[src/rtl/db_req_queue.sv]
// db_req_queue
//   Queues single-cycle database requests from the packet parser and runs
//   them one at a time against the key-value lookup engine. Each popped
//   request produces exactly one reply pulse to the parser: either the
//   engine's response flag or, if the engine stays silent, a timeout reply
//   with an all-zero flag.
//
// Ports
//   clk156        rising-edge clock
//   eth_rst_n     asynchronous active-low reset
//   in_key/flag   request from the parser, sampled while in_valid=1
//   in_valid      request pulse (no backpressure; full queue drops)
//   out_valid     one-cycle reply pulse to the parser
//   out_flag      reply flag, held until the next reply
//   db_req_*      valid/ready request channel to the lookup engine
//   db_rsp_valid  response pulse from the engine, only honoured in WAIT
//   db_rsp_flag   response flag
//   drop_cnt      saturating count of requests dropped on a full queue
//   timeout_cnt   saturating count of transactions ended by timeout
//   busy          queue non-empty or a transaction in flight
module db_req_queue #(
  parameter int KEY_SIZE = 96,
  parameter int DEPTH    = 8,
  parameter int TIMEOUT  = 1024
) (
  input  logic                clk156,
  input  logic                eth_rst_n,
  input  logic [KEY_SIZE-1:0] in_key,
  input  logic [3:0]          in_flag,
  input  logic                in_valid,
  output logic                out_valid,
  output logic [3:0]          out_flag,
  output logic                db_req_valid,
  input  logic                db_req_ready,
  output logic [KEY_SIZE-1:0] db_req_key,
  output logic [3:0]          db_req_flag,
  input  logic                db_rsp_valid,
  input  logic [3:0]          db_rsp_flag,
  output logic [7:0]          drop_cnt,
  output logic [7:0]          timeout_cnt,
  output logic                busy
);

  localparam int              AW       = $clog2(DEPTH);
  localparam int              EW       = KEY_SIZE + 4;
  localparam logic [AW:0]     FULL     = (AW+1)'(DEPTH);
  localparam logic [15:0]     TMO_LAST = 16'(TIMEOUT - 1);

  typedef enum logic [1:0] {IDLE, REQ, WAIT} state_t;

  state_t          state, state_nxt;
  logic [EW-1:0]   mem [DEPTH];
  logic [AW-1:0]   wr_ptr, rd_ptr;
  logic [AW:0]     count;
  logic [15:0]     timer;
  logic            rsp_hit, tmo_hit, pop, push, load;

  function automatic logic [7:0] sat_inc(input logic [7:0] v);
    return (v == 8'hFF) ? v : v + 8'd1;
  endfunction

  // The head entry stays in the queue until its transaction completes, so
  // count includes the request currently on the engine channel.
  always_comb begin
    rsp_hit = (state == WAIT) && db_rsp_valid;
    // A response in the timeout cycle wins over the timeout.
    tmo_hit = (state == WAIT) && !db_rsp_valid && (timer == TMO_LAST);
    pop     = rsp_hit || tmo_hit;
    push    = in_valid && ((count != FULL) || pop);
    // IDLE waits out the reply cycle before loading the next head, which
    // gives the 4-cycle minimum spacing between engine requests.
    load    = (state == IDLE) && (count != '0) && !out_valid;
  end

  always_comb begin
    state_nxt = state;
    case (state)
      IDLE:    if (load) state_nxt = REQ;
      REQ:     if (db_req_ready) state_nxt = WAIT;
      WAIT:    if (pop) state_nxt = IDLE;
      default: state_nxt = IDLE;
    endcase
  end

  assign db_req_valid = (state == REQ);
  assign busy         = (count != '0) || (state != IDLE);

  // Queue storage: written on push only, deliberately not reset.
  always_ff @(posedge clk156) begin
    if (push) mem[wr_ptr] <= {in_key, in_flag};
  end

  always_ff @(posedge clk156 or negedge eth_rst_n) begin
    if (!eth_rst_n) begin
      state       <= IDLE;
      wr_ptr      <= '0;
      rd_ptr      <= '0;
      count       <= '0;
      timer       <= '0;
      out_valid   <= 1'b0;
      out_flag    <= 4'b0000;
      db_req_key  <= '0;
      db_req_flag <= 4'b0000;
      drop_cnt    <= 8'd0;
      timeout_cnt <= 8'd0;
    end else begin
      state <= state_nxt;

      if (push) wr_ptr <= wr_ptr + 1'b1;
      if (pop)  rd_ptr <= rd_ptr + 1'b1;
      case ({push, pop})
        2'b10:   count <= count + 1'b1;
        2'b01:   count <= count - 1'b1;
        default: count <= count;
      endcase

      if (state == REQ && db_req_ready) timer <= '0;
      else if (state == WAIT)           timer <= timer + 16'd1;

      if (load) {db_req_key, db_req_flag} <= mem[rd_ptr];

      out_valid <= pop;
      if (rsp_hit)      out_flag <= db_rsp_flag;
      else if (tmo_hit) out_flag <= 4'b0000;

      if (in_valid && !push) drop_cnt    <= sat_inc(drop_cnt);
      if (tmo_hit)           timeout_cnt <= sat_inc(timeout_cnt);
    end
  end

endmodule

[config.mk]
export PLATFORM = sky130hd
export DESIGN_NAME = db_req_queue
export DESIGN_NICKNAME = d
export VERILOG_FILES = /design/src/rtl/db_req_queue.sv
export SDC_FILE = /design/constraint.sdc
export NUM_CORES = 1
export LEC_CHECK = 0
export BUFFER_PORTS_ARGS = -buffer_cell sky130_fd_sc_hd__buf_2
export CAP_MARGIN = 15
export CORE_AREA = 3 3 350 352
export CTS_CLUSTER_DIAMETER = 60
export CTS_CLUSTER_SIZE = 20
export DETAILED_ROUTE_END_ITERATION = 12
export DIE_AREA = 0 0 353 355
export PLACE_DENSITY = 0.55
export SYNTH_ARGS = -nofsm -noshare
export SYNTH_HDL_FRONTEND = slang
export SYNTH_SLANG_ARGS = --single-unit
export TNS_END_PERCENT = 20
[constraint.sdc]
create_clock -name clk156 -period 10.2 [get_ports clk156]
set_clock_uncertainty 0.15 [all_clocks]
set_input_delay 0.51 -clock clk156 [delete_from_list [all_inputs] [get_ports clk156]]
set_output_delay 0.51 -clock clk156 [all_outputs]
set_load 0.03 [all_outputs]
Yosys cells after proc, flatten, opt, wreduce, memory -nomap -nowiden --
Memory sizes are Yosys's and may differ from the RTL's. A register that Yosys moved wholly into a read port is not among the register bits. Index checks and enable logic that the tools add are counted.
Storage, ports and cells: input port bits 109, bits in registers 49, memories 1, output and inout bits 123, RAM bits 800
Memory list:
- mem | depth 8, bits a word 100, read ports 1, clocked after Yosys merged registers in 1, wr ports 1, RTL line 52 | logic [EW-1:0] mem [DEPTH];
Operators by class: reduce and logical (&&, ||, !) cells 24, bitwise gates (word level) 2, multiplexer cells 11, add/sub/neg operators 7, equal/unequal tests 11
Operator list (number):
- $mux 16 | 2
- $add 16x1->16 const B | 1
- $add 8x1->8 const B | 2
- $eq 16x10->1 const B | 1
- $eq 8x8->1 const B | 2
- $logic_and 1x1->1 | 8
- $mux 4 | 2
- $pmux 4 s2 | 1
- $reduce_bool 2->1 | 4
- $add 3x1->3 const B | 2
- $mux 2 | 3
- $pmux 2 s3 | 1
- $add 4x1->4 const B | 1
- $eq 2x1->1 const B | 2
- $eq 2x2->1 const B | 2
- $logic_not 1->1 | 4
- $ne 2x2->1 const B | 2
- $ne 4x4->1 const B | 1
- $reduce_and 2->1 | 2
- $reduce_bool 4->1 | 1
- $sub 4x1->4 const B | 1
- $logic_or 1x1->1 | 3
- $reduce_and 3->1 | 1
- $logic_not 2->1 | 1
- 3 further kinds | 5

Longest topological paths before layout --
Gate-level depths: netlist (run 1).
depth after elaboration 9, mapped depth 12, mapped depth without buffers 11

Worst setup path before layout (run 1) --
No wires, ideal clock.
path type reg-to-reg, from register state[0], to memory mem[1][0] (netlist bit), enable pin, slack 1.023 ns, clock period less this slack 9.177 ns, path buffers 1, arrival time 8.346 ns, stages on the path, launching flop included 8, path through dfrtp_1 > nand2b_4 > nor4_4 > a21oi_2 > inv_2 > buf_2 > o211ai_1 > nor3_1
Between the ends: longest elaborated chain between the ends 8
RTL lines:
- start, declared | RTL line 51 | state_t state, state_nxt;
- start signal, assigned | RTL line 107 | state <= state_nxt;
- $eq 2x2->1 * | RTL line 65, 67
- $logic_and 1x1->1 (2 in a row) | RTL line 67 | tmo_hit = (state == WAIT) && !db_rsp_valid && (timer == TMO_LAST);
- $logic_or 1x1->1 * | RTL line 68 | pop = rsp_hit || tmo_hit;
- via pop | RTL line 56 | logic rsp_hit, tmo_hit, pop, push, load;
- $logic_or 1x1->1 * | RTL line 69 | push = in_valid && ((count != FULL) || pop);
- $logic_and 1x1->1 * | RTL line 69
- $mux 1 * | RTL line 90 | if (push) mem[wr_ptr] <= {in_key, in_flag};
- $mux 1 (implied by the code) * | RTL line 90
- end, declared | RTL line 52
Mark *: on every way through the listed nets, which the timed path passes. The rest lies on a longest branch.

Final worst setup path (run 1) --
from register state[1], to memory mem[4][26] (netlist bit), enable pin
Between the ends: longest elaborated chain between the ends 8
RTL lines (RTL line):
- $eq 2x2->1 * | 65, 67
- $logic_and 1x1->1 (2 in a row) | 67
- $logic_or 1x1->1 * | 68
- $logic_or 1x1->1 * | 69
- $logic_and 1x1->1 * | 69
- $mux 1 * | 90
- $mux 1 (implied by the code) * | 90
Mark *: on every way between the ends. The rest lies on a longest branch, timed or not.

==> flow_metrics.py, run 1 <==
metrics = {
    "clock_network": {
        "cts_inserted_buffers": 84,
        "clockRootBuffer": "clkbuf_16",
        "postCtsSetupRepairBufs": 0,
        "cts.repair.resized": 0,
        "insertion_delay_ns": 0.66,
        "clock-sinks": 949,
        "cts_tree": "built",
        "clk_path_buf_depth": 3,
        "cts.clk_slew.worst_paths_ns": 0.08,
        "htreeDepth": 3,
    },
    "layout": {
        "syn_to_final_growth_pct": 20.1,
        "fillers": 11000,
        "final_cell_mix": "edfxtp_1, buf_2, mux4_2, dfrtp_1, nand2_1",
        "final_common_cell": "edfxtp_1",
        "nets": 2211,
        "final_layout_size_suffix_gt1_share_pct": 29.4,
    },
    "run_status": {
        "status": "complete, no violations",
    },
    "worst_setup_path": {
        "required_ns": 10.32,
        "end_kind": "register",
        "worstSetupStartpointType": "register",
        "cp_max_fo": 42,
        "cp.arrival_ns": 5.21,
        "worstSetupPathType": "register to register",
    },
    "detailed_routing": {
        "wl_met1_um": 35900,
        "ant_nets": 0,
        "wl_met3_um": 4190,
        "wl_per_cell_um": 21.8,
        "vias": 17300,
        "dr.pass1.iters": 5,
        "remaining_drc_errors": 0,
        "routed_via_density": 4.56,
        "top_layer_used": "met5",
        "met2_length_um": 41100,
        "drt_iter0_drc": 1159,
        "wirelength_um": 82600,
    },
    "timing": {
        "tightest_slew_ns": 1.16,
        "slew_headroom_pct": 22.6,
        "slew_viol_final": 0,
        "period_minus_slack_ns": 5.09,
        "rsz0062_at_grt": "no",
        "setup_viol": 0,
        "setup_tns_ns": 0,
        "hold_viol": 0,
        "timing.fmax_mhz": 196,
        "finalCritPeriodShare_pct": 49.9,
    },
    "die": {
        "die-area_um2": 125000,
        "die-height_um": 355,
        "coreArea_um2": 120000,
        "die_w_um": 353,
        "row_count": 127,
        "start_util_pct": 29.9,
        "io-pin-count": 232,
    },
    "place": {
        "dp_hpwl_um": 48700,
        "io_buffer_count": 231,
        "gp_congestion": 0.789,
    },
    "logic_synthesis": {
        "synth-main-ff-cell": "edfxtp_1",
        "synth_edf_count": 800,
        "yosys_warnings": 0,
        "syn-num-nets": 1843,
        "syn_area_per_cell_um2": 20.7,
        "synthDistinctLibCells": 48,
        "syn-cell-area_um2": 35700,
        "ys_seq_elements": 949,
        "syn_inst": 1728,
        "yosysSeqAreaShare_pct": 77.7,
        "async_reset_ff_share_pct": 15.7,
    },
    "global_routing": {
        "track_usage_pct": 13.2,
        "grt_pass1_vias": 18600,
        "grt_max_degree": 121,
        "grt_remaining_overflow": 0,
        "grt_antenna_before_repair": 10,
        "grt_pass1_wl_um": 124000,
    },
    "hold_path": {
        "hold_path.class": "input pin to register",
    },
    "pwr": {
        "power_mw": 12.2,
        "p_per_area_nw_per_um2": 284,
        "vdd_ir_drop_max_mv": 0.194,
        "leakage_nw": 14.5,
    },
    "job": {
        "cap_violations": 0,
    },
}
==> path summary, 6_finish.rpt <==
kind                       cells past startpoint             end           start  slack (ns)
max                                            8      mem[4][26]        state[1]        5.11
min                                            1       mem[4][2]      in_flag[2]        0.05
max reg2reg                                    8      mem[4][26]        state[1]        5.11
min reg2reg                                    2  db_req_key[83]  db_req_key[83]        0.33
max in group asynchronous                      3       rd_ptr[1]       eth_rst_n        8.33
min in group asynchronous                      2     drop_cnt[0]       eth_rst_n        0.27
==> registers in the layout, summed over array words and instances, names as in the netlist <==
name,cells
count,4
db_req_flag,4
db_req_key,96
drop_cnt,8
mem,800
out_flag,4
out_valid,1
rd_ptr,3
state,2
timeout_cnt,8
timer,16
wr_ptr,3
==> routing by layer <==
layer  GRT usage (%)  vias to the layer above
li1                -                     7737
met1            17.4                     9102
met2            22.1                      330
met3            2.87                       88
met4            3.30                       10
met5               0                        -
==> repair_timing <==
action | CTS | global route
hold buffers | 106 | 0
endpoints found under the setup margin | 0 | 0
endpoints found under the hold margin | 858 | 0
==> critical path: stages, from the launching register on <==
cell and delay (ns):
dfrtp_1 0.45, nor2b_1 0.69, and2_1 0.40, a21oi_2 0.15, inv_2 0.23, o211ai_1 0.35, nor2_4 0.76, buf_4 0.70
buf_4 0.70
==> where the power goes <==
group / internal, mW / total [mW] / leakage, nW / switching (mW)
clock: 1.77 / 3.35 / 1.42 / 1.58
sequential: 4.97 / 5.29 / 9.14 / 0.311
combinational: 1.36 / 3.55 / 3.94 / 2.19
==> Yosys cell counts, drive strengths merged (13+ instances only) <==
cell	instances	area, um2
buf	32	158
mux4	200	4500
dfrtp	149	3730
xnor2	15	131
edfxtp	800	24000
clkbuf	52	195
nand3	13	70.1
nand2	140	526
mux2i	102	1020
nand4	13	96.3
nor2	14	60.1
o21ai	121	606
==> layout make-up <==
| cell class | instances | area, um2 | area share, % |
|---|---|---|---|
| inverter | 5 | 18.8 | 0.0437 |
| multi-input combinational | 690 | 7680 | 17.9 |
| timing repair buffer | 366 | 2460 | 5.72 |
| antenna | 8 | 20.0 | 0.0466 |
| clock buffer | 94 | 2190 | 5.10 |
| clock inverter | 64 | 783 | 1.82 |
| sequential | 949 | 27800 | 64.7 |
| tap | 1612 | 2020 | 4.70 |
==> per-stage QoR <==
step | setup slack, ns | utilization [%] | hold WS [ns] | instances | instance area (um2)
2_1_floorplan | 1.02 | - | 0.0644 | 1728 | 35700
3_3_place_gp | 5.25 | 32.5 | 0.309 | 3516 | 38900
3_5_place_dp | 5.02 | 32.5 | 0.316 | 3516 | 38900
4_1_cts | 4.96 | 35.9 | 0.00359 | 3780 | 42900
5_1_grt | 4.77 | 35.9 | 0.0193 | 3781 | 42900
6_report | 5.11 | 35.9 | 0.0501 | 3788 | 42900
==> cells by family (layout without fill, tap and decap cells) <==
| family | count (synthesis) | after routing | synth area share (%) |
|---|---|---|---|
| mux | 306 | 306 | 15.6 |
| buf+inv | 89 | 529 | 1.04 |
| xor+xnor | 23 | 23 | 0.564 |
| fa+ha+maj | 6 | 6 | 0.210 |
| other cells | 0 | 8 | 0 |
| flops | 949 | 949 | 77.7 |
| simple gates | 213 | 213 | 2.75 |
| compound gates | 142 | 142 | 2.19 |
Note: power is estimated with default switching activity, not from simulation.
==> inputs of run 2 (changes only) <==
--- a/config.mk
+++ b/config.mk
@@ -5,14 +5,15 @@
 export SDC_FILE = /design/constraint.sdc
 export NUM_CORES = 1
 export LEC_CHECK = 0
+export ABC_AREA = 1
 export BUFFER_PORTS_ARGS = -buffer_cell sky130_fd_sc_hd__buf_2
 export CAP_MARGIN = 15
-export CORE_AREA = 3 3 350 352
+export CORE_AREA = 3 3 360 362
 export CTS_CLUSTER_DIAMETER = 60
 export CTS_CLUSTER_SIZE = 20
 export DETAILED_ROUTE_END_ITERATION = 12
-export DIE_AREA = 0 0 353 355
-export PLACE_DENSITY = 0.55
+export DIE_AREA = 0 0 363 365
+export PLACE_DENSITY = 0.57
 export SYNTH_ARGS = -nofsm -noshare
 export SYNTH_HDL_FRONTEND = slang
 export SYNTH_SLANG_ARGS = --single-unit
==> constraint.sdc (replaced) <==
create_clock -name clk156 -period 4.6 [get_ports clk156]
set_clock_uncertainty 0.15 [all_clocks]
set_input_delay 0.23 -clock clk156 [delete_from_list [all_inputs] [get_ports clk156]]
set_output_delay 0.23 -clock clk156 [all_outputs]
set_load 0.03 [all_outputs]
==> run 2 against run 1 <==
Clock-buffer cell count down 2. Flip-flop and latch count unchanged. Worst setup slack worse by 3.4 ns. Final area up 4.7%. Core utilization down 0.49 points. Combinational power rose to 2.7 times the previous value. Critical path depth up 2. First-iteration DRC count up 51%. Routed wire length up 11%. Global-route usage up 0.54 points. Clock power up 130%.
==> flow_metrics.py, run 2 <==
metrics = {
    "layout": {
        "final_layout_size_suffix_gt1_share_pct": 16.5,
        "final_cell_mix": "edfxtp_1, o21ai_1, inv_1, buf_2, nand2_1",
        "reg.largest.list": "mem: 800 flops, db_req_key: 96 flops, timer: 16 flops",
        "design_area_um2": 44900,
        "top_register": "mem",
        "final_common_cell": "edfxtp_1",
        "syn_to_final_growth_pct": 18.5,
        "nets": 3157,
        "largest_reg_flops": 800,
    },
    "logic_synthesis": {
        "syn-num-nets": 2835,
        "syn_inst": 2720,
        "synth_area_leaders": "edfxtp_1, dfrtp_1, mux2i_1",
        "syn_area_per_cell_um2": 13.9,
        "yosysSeqAreaShare_pct": 73.2,
        "ys_seq_elements": 949,
        "synthDistinctLibCells": 44,
        "yosys_warnings": 0,
        "synth_common_cells": "edfxtp_1, o21ai_1, inv_1, nand2_1, mux2i_1",
        "syn-cell-area_um2": 37900,
        "synth_edf_count": 800,
        "async_reset_ff_share_pct": 15.7,
        "synth-main-ff-cell": "edfxtp_1",
        "synth_largest_area_cell": "edfxtp_1",
        "yosysMostFrequentCell": "edfxtp_1",
        "synth_top_cell_area_share_pct": 63.3,
    },
    "clock_network": {
        "cts_inserted_buffers": 86,
        "cts.clk_slew.worst_paths_ns": 0.07,
        "postCtsSetupRepairBufs": 0,
        "htreeDepth": 3,
        "cts.repair.resized": 0,
        "insertion_delay_ns": 0.66,
        "clock-sinks": 949,
        "cts_tree": "built",
        "hold_buffers": 112,
        "clockRootBuffer": "clkbuf_16",
        "clk_path_buf_depth": 3,
    },
    "timing": {
        "slew_headroom_pct": 29.0,
        "slew_viol_final": 0,
        "hold_viol": 0,
        "timing.hold.ws_ns": 0.0877,
        "finalCritPeriodShare_pct": 63.4,
        "tightest_slew_ns": 1.07,
        "setup_viol": 0,
        "timing.fmax_mhz": 343,
        "period_minus_slack_ns": 2.91,
        "rsz0062_at_grt": "no",
        "fin_ws_ns": 1.69,
    },
    "detailed_routing": {
        "ant_nets": 0,
        "wl_per_cell_um": 19.2,
        "remaining_drc_errors": 0,
        "vias": 22200,
        "routed_via_density": 4.65,
        "wirelength_um": 91800,
        "drt_iter0_drc": 1747,
        "dr.pass1.iters": 7,
    },
    "global_routing": {
        "grt_pass1_vias": 22000,
        "grt_antenna_before_repair": 5,
        "grt_pass1_wl_um": 139000,
        "track_usage_pct": 13.7,
        "grt_max_degree": 113,
        "grt_remaining_overflow": 0,
    },
    "worst_setup_path": {
        "worstRegToRegCells": 10,
        "required_ns": 4.78,
        "rrSetupSlack_ns": 1.69,
        "cp_top_family": "simple AND/OR/NAND/NOR gates",
        "worst-path-stages": 10,
        "cp.arrival_ns": 3.09,
        "end_kind": "register",
        "endpoint": "mem[2][86]",
        "worstSetupStartpointType": "register",
        "cpPeakStageDelay_ns": 0.56,
        "critPathLaunch": "timer[1]",
        "path_cells": "ha_1 > nand3_2 > nor2_8 > nand3_4 > nand2_8 > inv_4 > nand2_8 > nand3_4 > nor2_4 > buf_4",
        "worstSetupPathType": "register to register",
        "r2r_end": "mem[2][86]",
        "cp.buffers_inverters": 2,
        "cp_max_fo": 19,
        "slowest_stage": "nor2_4",
        "r2r_start": "timer[1]",
    },
    "pwr": {
        "power_mw": 28.8,
        "power_frac_seq_pct": 40.8,
        "power.internal_mw": 17.9,
        "p_sw_share_pct": 37.8,
        "p_per_area_nw_per_um2": 640,
        "combPwrFrac_pct": 32.8,
        "switching_power_mw": 10.9,
        "clockPowerShare_pct": 26.4,
        "vdd_ir_drop_max_mv": 0.440,
        "leakage_nw": 16.8,
    },
    "place": {
        "placed_area_um2": 40800,
        "gp_congestion": 0.793,
        "dp_hpwl_um": 50900,
        "place_ws_ns": 1.62,
        "io_buffer_count": 231,
    },
    "die": {
        "die_w_um": 363,
        "io-pin-count": 232,
        "row_count": 131,
        "die-height_um": 365,
        "start_util_pct": 29.9,
        "die-area_um2": 132000,
        "coreArea_um2": 127000,
    },
    "run_status": {
        "status": "complete, no violations",
    },
    "hold_path": {
        "hold_path.class": "input pin to asynchronous set/reset pin",
    },
    "job": {
        "cap_violations": 0,
    },
}
-- run 2: worst min-delay path by stage --
stage,start,slack (ns),end,depth (start not counted)
6_report,eth_rst_n,0.09,out_flag[1],2
4_1_cts,eth_rst_n,0.08,db_req_key[89],2
3_5_place_dp,eth_rst_n,0.25,out_flag[2],1
5_1_grt,eth_rst_n,0.11,db_req_key[89],2
3_3_place_gp,eth_rst_n,0.24,out_flag[1],1
2_1_floorplan,eth_rst_n,-0.22,count[0],0
-- run 2: final cells by class --
class	instances	area, um2
clock inverters	68	812
well taps	1662	2080
repair buffers	390	2890
inverters	243	925
clock buffers	92	2210
flip-flops and latches	949	27800
diodes	4	10.0
fillers	12200	82100
multi-input cells	1372	8260
-- run 2: power groups by stage --
stage	Sequential (mW)	Combinational [mW]	Clock (mW)
after detailed placement	11.9	9.55	0
after CTS	11.8	9.65	7.82
after global placement	11.9	9.45	0
after global routing	11.9	10.4	8.14
after floorplan	12.6	6.07	0
final	11.7	9.43	7.59
-- run 2: layer usage --
layer	vias up	GRT usage [%]	share of wire [%]
met5	-	0	0.014
met4	2	3.62	2.1
met3	125	2.13	3.8
met2	418	22.4	47
met1	11100	19.0	47
li1	10500	-	-
-- run 2: per-stage QoR --
step	instances	utilization [%]	setup TNS, ns
finish	4780	35.4	0
global route	4776	35.4	0
CTS	4776	35.4	0
detailed placement	4504	32.1	0
global placement	4504	32.1	0
floorplan	2720	-	-1081.01
-- run 2: worst reg2reg max path: cells and delay by family (launching register included) --
family	cells	cell delay, ns
flip-flops	1	0.39
buffers and inverters	2	0.52
AND/OR/NAND/NOR	7	1.35
adder cells (fa/ha/maj)	1	0.19
-- run 2: cell families (layout without fill, tap and decap cells) --
kind of cell | count (synthesis) | in the layout | synth area share, %
xor+xnor | 19 | 19 | 0.439
simple gates | 412 | 412 | 4.94
buf+inv | 399 | 793 | 5.23
flops | 949 | 949 | 73.2
other cells | 0 | 4 | 0
compound gates | 733 | 733 | 10.7
fa+ha+maj | 6 | 6 | 0.198
mux | 202 | 202 | 5.33
==> inputs of run 3 (changes only) <==
--- a/config.mk
+++ b/config.mk
@@ -13,7 +13,7 @@
 export CTS_CLUSTER_SIZE = 20
 export DETAILED_ROUTE_END_ITERATION = 12
 export DIE_AREA = 0 0 363 365
-export PLACE_DENSITY = 0.57
+export PLACE_DENSITY = 0.55
 export SYNTH_ARGS = -nofsm -noshare
 export SYNTH_HDL_FRONTEND = slang
 export SYNTH_SLANG_ARGS = --single-unit
==> constraint.sdc (replaced) <==
create_clock -name clk156 -period 3 [get_ports clk156]
set_clock_uncertainty 0.15 [all_clocks]
set_input_delay 0.15 -clock clk156 [delete_from_list [all_inputs] [get_ports clk156]]
set_output_delay 0.15 -clock clk156 [all_outputs]
set_load 0.03 [all_outputs]
==> run 3 against run 2 <==
Flip-flop and latch count stayed put. Global-route usage increased by 0.43 points. Power rose by 56%. Clock power grew 54%. Die area unchanged. First-iteration DRC count decreased by 14%. Sequential share of layout area fell by 0.76 points. Final area is 1.2% higher. Clock-buffer cell count unchanged. Register-to-register slack got worse by 1.3 ns. Routed wire length up 2.7%. Non-clock buffer count rose by 29. Critical endpoint is now mem[0][69].
==> flow_metrics.py, run 3 (synthesis gave the netlist of run 2 again) <==
metrics = {
    "worst_setup_path": {
        "slowest_stage": "buf_4",
        "cp_max_fo": 27,
        "cp.buffers_inverters": 2,
        "end_kind": "register",
        "path_cells": "ha_2 > nand3_4 > nor2_8 > nand3_4 > nand2_8 > inv_6 > nand2_8 > nand3_4 > nor2_4 > buf_4",
        "worstRegToRegCells": 10,
        "worstSetupPathType": "register to register",
        "r2r_end": "mem[0][69]",
        "rrSetupSlack_ns": 0.40,
        "required_ns": 3.14,
        "cp_top_family": "simple AND/OR/NAND/NOR gates",
        "r2r_start": "timer[0]",
        "cpPeakStageDelay_ns": 0.40,
        "worstSetupStartpointType": "register",
        "path_common_cell": "nand3_4",
        "cp.arrival_ns": 2.74,
    },
    "global_routing": {
        "grt_antenna_before_repair": 14,
        "grt_max_degree": 101,
        "track_usage_pct": 14.1,
        "grt_pass1_vias": 22300,
        "grt_pass1_wl_um": 143000,
        "grt_remaining_overflow": 0,
    },
    "layout": {
        "syn_to_final_growth_pct": 20.0,
        "design_area_um2": 45500,
        "post-route-util_pct": 35.8,
        "final-instance-count-excl-fill": 4810,
        "final_layout_size_suffix_gt1_share_pct": 17.1,
        "final_cell_mix": "edfxtp_1, o21ai_1, inv_1, buf_2, nand2_1",
        "nets": 3186,
        "largest_reg_flops": 800,
        "top_register": "mem",
        "final_common_cell": "edfxtp_1",
        "reg.largest.list": "mem: 800 flops, db_req_key: 96 flops, timer: 16 flops",
    },
    "detailed_routing": {
        "met2_length_um": 45800,
        "ant_nets": 0,
        "top_layer_used": "met5",
        "routed_via_density": 4.63,
        "wl_per_cell_um": 19.6,
        "wl_met1_um": 42000,
        "wl_met3_um": 4410,
        "drt_iter0_drc": 1504,
        "wirelength_um": 94300,
        "dr.pass1.iters": 5,
        "remaining_drc_errors": 0,
        "vias": 22200,
    },
    "timing": {
        "timing.fmax_mhz": 385,
        "setup_viol": 0,
        "hold_viol": 0,
        "tightest_slew_ns": 0.699,
        "period_minus_slack_ns": 2.60,
        "rsz0062_at_grt": "no",
        "slew_viol_final": 0,
        "finalCritPeriodShare_pct": 86.6,
        "slew_headroom_pct": 53.4,
    },
    "die": {
        "io-pin-count": 232,
        "die_w_um": 363,
        "row_count": 131,
        "start_util_pct": 29.9,
        "die-height_um": 365,
        "coreArea_um2": 127000,
        "die-area_um2": 132000,
    },
    "hold_path": {
        "min_from": "db_req_ready",
        "hold_path.class": "input pin to register",
        "min_path_cells": 3,
        "hold_path_end": "state[0]",
    },
    "job": {
        "cap_violations": 0,
    },
    "place": {
        "placed_area_um2": 41200,
        "io_buffer_count": 231,
        "placed_cells": 4527,
        "dp_hpwl_um": 56400,
        "gp_congestion": 0.791,
    },
    "clock_network": {
        "htreeDepth": 3,
        "cts_inserted_buffers": 86,
        "cts.clk_slew.worst_paths_ns": 0.07,
        "clockRootBuffer": "clkbuf_16",
        "clk_path_buf_depth": 3,
        "postCtsSetupRepairBufs": 0,
        "cts.repair.resized": 0,
        "clock-sinks": 949,
        "cts_tree": "built",
        "insertion_delay_ns": 0.65,
    },
    "pwr": {
        "vdd_ir_drop_max_mv": 0.786,
        "p_per_area_nw_per_um2": 983,
        "power_mw": 44.7,
        "leakage_nw": 17.0,
    },
    "run_status": {
        "status": "complete, no violations",
    },
}
-- run 3: cell types whose count changed in the layout (fill, tap and decap cells not counted), sizes merged --
| cell | delta |
|---|---|
| buf | +24 |
| dlygate4sd3 | +5 |
| clkinv | +7 |
| diode | +1 |
| clkinvlp | -5 |
| inv | -2 |
-- run 3: final cells by class --
class / instances / area, um2
inverter: 243 / 927
clock inverter: 68 / 791
sequential: 949 / 27800
timing repair buffer: 419 / 3400
fill: 12100 / 81500
multi-input combinational: 1372 / 8270
antenna: 5 / 12.5
clock buffer: 92 / 2260
tap: 1662 / 2080
-- run 3: routing by layer --
layer / GRT usage (%) / vias up
met2: 23.9 / 395
met5: 0 / -
li1: - / 10600
met3: 2.66 / 124
met4: 3.71 / 16
met1: 18.6 / 11100
-- run 3: worst min-delay path, stage by stage --
cell	delay (ns)
dlygate4sd3_1	0.52
buf_2	0.14
o31ai_1	0.07
-- run 3: metrics by stage --
stage	setup slack [ns]	hold WS, ns	setup TNS [ns]
6_report	0.401	0.124	0
5_1_grt	0.234	0.0919	0
4_1_cts	0.387	0.0661	0
3_5_place_dp	0.404	0.0357	0
3_3_place_gp	0.424	0.0354	0
2_1_floorplan	-1.21	-0.296	-636.41
-- run 3: where the power goes --
group | leakage [nW] | switching (mW) | total [mW] | internal (mW)
logic | 6.44 | 10.3 | 15.2 | 4.90
registers | 9.11 | 1.04 | 17.8 | 16.7
clock network | 1.48 | 5.44 | 11.7 | 6.29
-- run 3: repair_timing --
action	in CTS	in global routing
hold buffers	118	0
hold endpoints to repair	988	0
setup endpoints to repair	0	0
-- run 3: worst max-delay path by stage --
stage	startpoint	end	slack, ns	cells past startpoint
final	timer[0]	mem[0][69]	0.40	10
after global routing	state[0]	mem[0][69]	0.23	10
after CTS	timer[0]	mem[5][54]	0.39	11
after detailed placement	timer[0]	mem[5][29]	0.40	11
after global placement	state[0]	mem[5][45]	0.42	11
after floorplan	timer[0]	mem[1][0]	-1.21	9
